## src/rtl/mips_ext_pkg.sv

```systemverilog
// Shared definitions for the immediate-extension pipeline.
//   ext_mode_e   : encoding of the in_mode port (ZEXT, SEXT, UPPER, BROFF)
//   fifo_state_e : occupancy state of the 2-entry output buffer
//   DEF_IN_W / DEF_OUT_W : default immediate and result widths
package mips_ext_pkg;

   localparam int unsigned DEF_IN_W  = 16;
   localparam int unsigned DEF_OUT_W = 32;

   typedef enum logic [1:0] {
      ZEXT  = 2'd0,
      SEXT  = 2'd1,
      UPPER = 2'd2,
      BROFF = 2'd3
   } ext_mode_e;

   typedef enum logic [1:0] {
      EMPTY = 2'd0,
      ONE   = 2'd1,
      FULL  = 2'd2
   } fifo_state_e;

endpackage

```

## src/rtl/ext_skid_buffer.sv

```systemverilog
// Two-entry FIFO skid buffer holding extended results.
// Ports:
//   clk, rst_n  : rising-edge clock, asynchronous active-low reset
//   push        : write push_data (caller guarantees push only while in_ready)
//   push_data   : OUT_W-bit entry to store
//   pop         : consumer ready; an entry leaves when pop && out_valid
//   in_ready    : registered, high in EMPTY/ONE, low in FULL
//   out_valid   : registered, high in ONE/FULL
//   out_data    : oldest entry (head register)
module ext_skid_buffer
   import mips_ext_pkg::*;
#(
   parameter int unsigned OUT_W = DEF_OUT_W
) (
   input  logic             clk,
   input  logic             rst_n,
   input  logic             push,
   input  logic [OUT_W-1:0] push_data,
   input  logic             pop,
   output logic             in_ready,
   output logic             out_valid,
   output logic [OUT_W-1:0] out_data
);

   fifo_state_e      state;
   logic [OUT_W-1:0] tail;

   // Head register drives out_data directly so it only moves on a pop
   // (or on the first push into an empty buffer).
   always_ff @(posedge clk or negedge rst_n) begin
      if (!rst_n) begin
         state     <= EMPTY;
         in_ready  <= 1'b0;
         out_valid <= 1'b0;
         out_data  <= '0;
         tail      <= '0;
      end else begin
         case (state)
            EMPTY: begin
               // Also raises in_ready on the first edge after reset release.
               in_ready <= 1'b1;
               if (push) begin
                  out_data  <= push_data;
                  out_valid <= 1'b1;
                  state     <= ONE;
               end
            end
            ONE: begin
               case ({push, pop})
                  2'b10: begin
                     tail     <= push_data;
                     in_ready <= 1'b0;
                     state    <= FULL;
                  end
                  2'b01: begin
                     out_valid <= 1'b0;
                     state     <= EMPTY;
                  end
                  2'b11: out_data <= push_data;
                  default: ;
               endcase
            end
            FULL: begin
               if (pop) begin
                  out_data <= tail;
                  in_ready <= 1'b1;
                  state    <= ONE;
               end
            end
            default: begin
               in_ready  <= 1'b1;
               out_valid <= 1'b0;
               state     <= EMPTY;
            end
         endcase
      end
   end

endmodule

```

## src/rtl/imm_extend_pipe.sv

```systemverilog
// Immediate extension pipeline: extends in_imm according to in_mode and
// delivers the result through a 2-entry skid buffer with 1-cycle latency.
// Ports:
//   clk, rst_n           : rising-edge clock, asynchronous active-low reset
//   in_valid / in_ready  : input handshake (in_ready is registered)
//   in_imm, in_mode      : raw immediate and mode (ZEXT/SEXT/UPPER/BROFF)
//   out_valid / out_ready: output handshake
//   out_data             : extended result, oldest first
//   xfer_count           : 16-bit wrapping output transfer count, present
//                          only when IMM_EXT_COUNT_EN is defined
// Configuration macro: IMM_EXT_COUNT_EN
module imm_extend_pipe
   import mips_ext_pkg::*;
#(
   parameter int unsigned IN_W  = DEF_IN_W,
   parameter int unsigned OUT_W = DEF_OUT_W
) (
   input  logic             clk,
   input  logic             rst_n,
   input  logic             in_valid,
   output logic             in_ready,
   input  logic [IN_W-1:0]  in_imm,
   input  logic [1:0]       in_mode,
   output logic             out_valid,
   input  logic             out_ready,
   output logic [OUT_W-1:0] out_data
`ifdef IMM_EXT_COUNT_EN
   ,
   output logic [15:0]      xfer_count
`endif
);

   generate
      if (OUT_W < IN_W + 2) begin : g_width_check
         $error("imm_extend_pipe: OUT_W must be at least IN_W+2");
      end
   endgenerate

   logic [OUT_W-1:0] sext_val;
   logic [OUT_W-1:0] ext_val;
   logic             push;

   assign sext_val = {{(OUT_W-IN_W){in_imm[IN_W-1]}}, in_imm};
   assign push     = in_valid && in_ready;

   always_comb begin
      ext_val = '0;
      case (ext_mode_e'(in_mode))
         ZEXT:    ext_val = {{(OUT_W-IN_W){1'b0}}, in_imm};
         SEXT:    ext_val = sext_val;
         UPPER:   ext_val = {in_imm, {(OUT_W-IN_W){1'b0}}};
         BROFF:   ext_val = {sext_val[OUT_W-3:0], 2'b00};
         default: ext_val = '0;
      endcase
   end

   ext_skid_buffer #(
      .OUT_W (OUT_W)
   ) u_buf (
      .clk       (clk),
      .rst_n     (rst_n),
      .push      (push),
      .push_data (ext_val),
      .pop       (out_ready),
      .in_ready  (in_ready),
      .out_valid (out_valid),
      .out_data  (out_data)
   );

`ifdef IMM_EXT_COUNT_EN
   always_ff @(posedge clk or negedge rst_n) begin
      if (!rst_n) begin
         xfer_count <= '0;
      end else if (out_valid && out_ready) begin
         xfer_count <= xfer_count + 16'd1;
      end
   end
`endif

endmodule

```

## config.mk

```make
export PLATFORM = sky130hd
export DESIGN_NAME = imm_extend_pipe
export DESIGN_NICKNAME = d
export VERILOG_FILES = /design/src/rtl/mips_ext_pkg.sv /design/src/rtl/ext_skid_buffer.sv /design/src/rtl/imm_extend_pipe.sv
export SDC_FILE = /design/constraint.sdc
export NUM_CORES = 1
export LEC_CHECK = 0
export CORE_MARGIN = 2
export CORE_UTILIZATION = 63
export DETAILED_ROUTE_END_ITERATION = 8
export DONT_BUFFER_PORTS = 1
export MAX_ROUTING_LAYER = met4
export PLACE_DENSITY = 0.79
export RECOVER_POWER = 50
export SYNTH_ARGS = -nofsm -noshare
export SYNTH_HDL_FRONTEND = slang
export SYNTH_SLANG_ARGS = --single-unit
```

## constraint.sdc

```tcl
create_clock -name clk -period 2.2 [get_ports clk]
set_clock_uncertainty 0.05 [all_clocks]
set_input_delay 0.11 -clock clk [delete_from_list [all_inputs] [get_ports clk]]
set_output_delay 0.11 -clock clk [all_outputs]
set_load 0.01 [all_outputs]
```

==> impl_metrics.env <==
export IMPL_htree_levels=3
export IMPL_chipWidth_um=79.9
export IMPL_vias=2889
export IMPL_vdd_ir_drop_worst_uv=712
export IMPL_num_antenna_cells=0
export IMPL_holdBufCountCts=36
export IMPL_worst_pin_slew_ns=1.67
export IMPL_ant_nets=0
export IMPL_worst_setup_path_start_kind="primary input"
export IMPL_hold_class="in -> reg"
export IMPL_clock_path_buffers=2
export IMPL_p_switching_mw=1.94
export IMPL_num_rows=27
export IMPL_die_h_um=79.9
export IMPL_seq_area_frac_synth_pct=46.9
export IMPL_drc=0
export IMPL_swShare_pct=37.2
export IMPL_final_common_cell="dfrtp_1"
export IMPL_clock_fmax_ghz=0.499
export IMPL_yosysWarnings=0
export IMPL_setup_tns_ns=0
export IMPL_post_cts_buffers=0
export IMPL_overflow=0
export IMPL_critical_path_class="in -> reg"
export IMPL_drt_total_wl_um=9300
export IMPL_final_nets=372
export IMPL_pin_count=56
export IMPL_gp_congestion=0.822
export IMPL_fin_util_pct=74.8
export IMPL_combPwrFrac_pct=36.6
export IMPL_first_global_vias=2893
export IMPL_avgSynthCellArea_um2=11.0
export IMPL_area_growth_pct=14.4
export IMPL_synth_distinct_cells=32
export IMPL_drt_iter0_drc=318
export IMPL_portBuffers=0
export IMPL_use_met3_pct=7.69
export IMPL_clockPowerShare_pct=17.2
export IMPL_wire_per_inst_um=21.8
export IMPL_crit_arrival_ns=2.23
export IMPL_seqPwrFrac_pct=46.1
export IMPL_violations="capacitance limit, slew limit"
export IMPL_grt_antenna_before_repair=0
export IMPL_powerDensity_mw_per_mm2=1260
export IMPL_timing_final_crit_share_pct=91.2
export IMPL_vias_per_cell=6.77
export IMPL_worstSkewPairLatency_ns=0.34
export IMPL_total_power_mw=5.23
export IMPL_design_area_mm2=0.00415
export IMPL_final_max_slew_viol_count=69
export IMPL_cts_tree="done"
export IMPL_placed_area_mm2=0.00362
export IMPL_clock_sinks=68
export IMPL_maxCapViolations=1
export IMPL_rsz0062_at_grt="false"
export IMPL_start_util_pct=65.4
export IMPL_ys_ff_latch=68
export IMPL_hold_viol_final=0
export IMPL_grt_pass1_wl_um=15000
export IMPL_cellLeakagePower_nw=1.69
export IMPL_drive_gt1_share_pct=19.2
export IMPL_dr_pass1_iters=5
export IMPL_layout_setup_ws_ns=0.195
export IMPL_die_area_mm2=0.00638
export IMPL_met1_usage_pct=41.6
export IMPL_grt_usage_pct=32.0
export IMPL_dp_hpwl_um=5230
export IMPL_critPathMaxFanout=30
export IMPL_fp_coreArea_mm2=0.00554
export IMPL_cts_root_buf="clkbuf_8"
export IMPL_cts_buffers=9
export IMPL_busiest_layer="met2"
export IMPL_setup_viol=0
export IMPL_period_needed_ns=2.01
export IMPL_syn_inst=329
export IMPL_status="complete, but fails checks"
export IMPL_max_slew_margin_rel_pct=-11.4
export IMPL_p_int_mw=3.29
export IMPL_grt_start_max_net_pins=69
export IMPL_gr_usage_met2_pct=47.8
export IMPL_final_cell_mix="dfrtp_1 (68), a31oi_1 (57), dlygate4sd3_1 (35)"
export IMPL_critPathCaptureType="flop"
export IMPL_pre_cts_ws_ns=0.410
export IMPL_syn_nets=351
export IMPL_synth_area_mm2=0.00363
export IMPL_path_clk_slew_ns=0.07
export IMPL_crit_required_ns=2.42
export IMPL_postCtsResizedCells=0
layer usage:
| metal | vias up | share of wire [%] |
|---|---|---|
| li1 | 1268 | - |
| met1 | 1429 | 40 |
| met2 | 162 | 48 |
| met3 | 30 | 7.9 |
| met4 | 0 | 3.0 |
| met5 | - | 0 |
cell families (layout without fill, tap and decap cells):
kind of cell / after synthesis / in the layout / share of synthesized area (%)
muxes: 40 / 40 / 15.4
DFF: 68 / 68 / 46.9
and+or+nand+nor: 84 / 84 / 15.5
buffers and inverters: 40 / 66 / 5.56
AOI/OAI and AO/OA: 97 / 97 / 16.6
power by group through the flow:
| stage | clock (mW) | combinational, mW | sequential, mW |
|---|---|---|---|
| 5_1_grt | 0.951 | 2.08 | 2.48 |
| 3_3_place_gp | 0 | 1.72 | 2.39 |
| 6_report | 0.901 | 1.92 | 2.41 |
| 3_5_place_dp | 0 | 1.77 | 2.42 |
| 2_1_floorplan | 0 | 1.59 | 2.29 |
| 4_1_cts | 0.908 | 1.89 | 2.41 |
layout make-up:
type | instances | area [µm²]
Tap cell | 72 | 90.1
Sequential cell | 68 | 1700
Fill cell | 369 | 1390
Clock inverter | 6 | 30.0
Clock buffer | 10 | 138
Timing Repair Buffer | 46 | 443
Multi-Input combinational cell | 221 | 1730
Inverter | 4 | 15.0
path summary, 6_finish.rpt:
check	slack (ns)	start	cells after the start	to
max in group asynchronous	0.40	rst_n	2	u_buf.out_data[9]$_DFFE_PN0P_
setup / recovery	0.19	in_mode[0]	4	u_buf.tail[11]$_DFFE_PN0P_
min in group asynchronous	0.70	rst_n	2	u_buf.in_ready$_DFFE_PN0P_
hold / removal	0.02	in_mode[1]	2	u_buf.tail[1]$_DFFE_PN0P_
setup reg to reg	0.29	u_buf.state[0]$_DFFE_PN0P_	5	u_buf.tail[13]$_DFFE_PN0P_
hold reg to reg	0.46	u_buf.tail[0]$_DFFE_PN0P_	1	u_buf.tail[0]$_DFFE_PN0P_
state kept, by name, indices dropped and copies added (netlist names):
register and count:
u_buf.out_data 32, u_buf.tail 32, u_buf.state 2, u_buf.in_ready 1
u_buf.out_valid 1
per-stage QoR:
stage                     cells  hold WS [ns]
after floorplan             329        -0.236
after global placement      375        -0.233
after detailed placement    375        -0.233
after CTS                   427       0.00198
after global routing        427        0.0211
final                       427        0.0226
cell usage after synthesis:
cell       number  area, µm²
mux2_2          9        101
a31oi_1        57        357
o2bb2ai_4       1       27.5
nand2b_1       15       93.8
o22ai_1         2       12.5
o21a_1          1       7.51
buf_4           4       30.0
a21oi_1        29        145
a32oi_1         1       8.76
nor3b_1        28        210
nor2_1          1       3.75
clkbuf_1       18       67.6
buf_2          11       55.1
a211o_1         1       8.76
nor3_2          1       10.0
buf_6           3       33.8
a221oi_1        1       8.76
mux2_4         29        435
a22o_1          1       8.76
nor3_1          1       5.00
inv_1           4       15.0
o21bai_1        1       7.51
mux2_1          1       11.3
o21ai_0         2       10.0
nand3b_1       14        105
nand3_1        14       70.1
nand2_1         3       11.3
nor2b_1         5       31.3
nand2b_4        1       13.8
mux2i_1         1       10.0
dfrtp_1        68       1700
and3b_1         1       8.76
worst max-delay path, stage by stage:
cell and delay (ns):
dlygate4sd3_1 1.16, nand3_1 0.20, dlygate4sd3_1 0.63, a31oi_1 0.12
(Power assumes the default switching activity.)
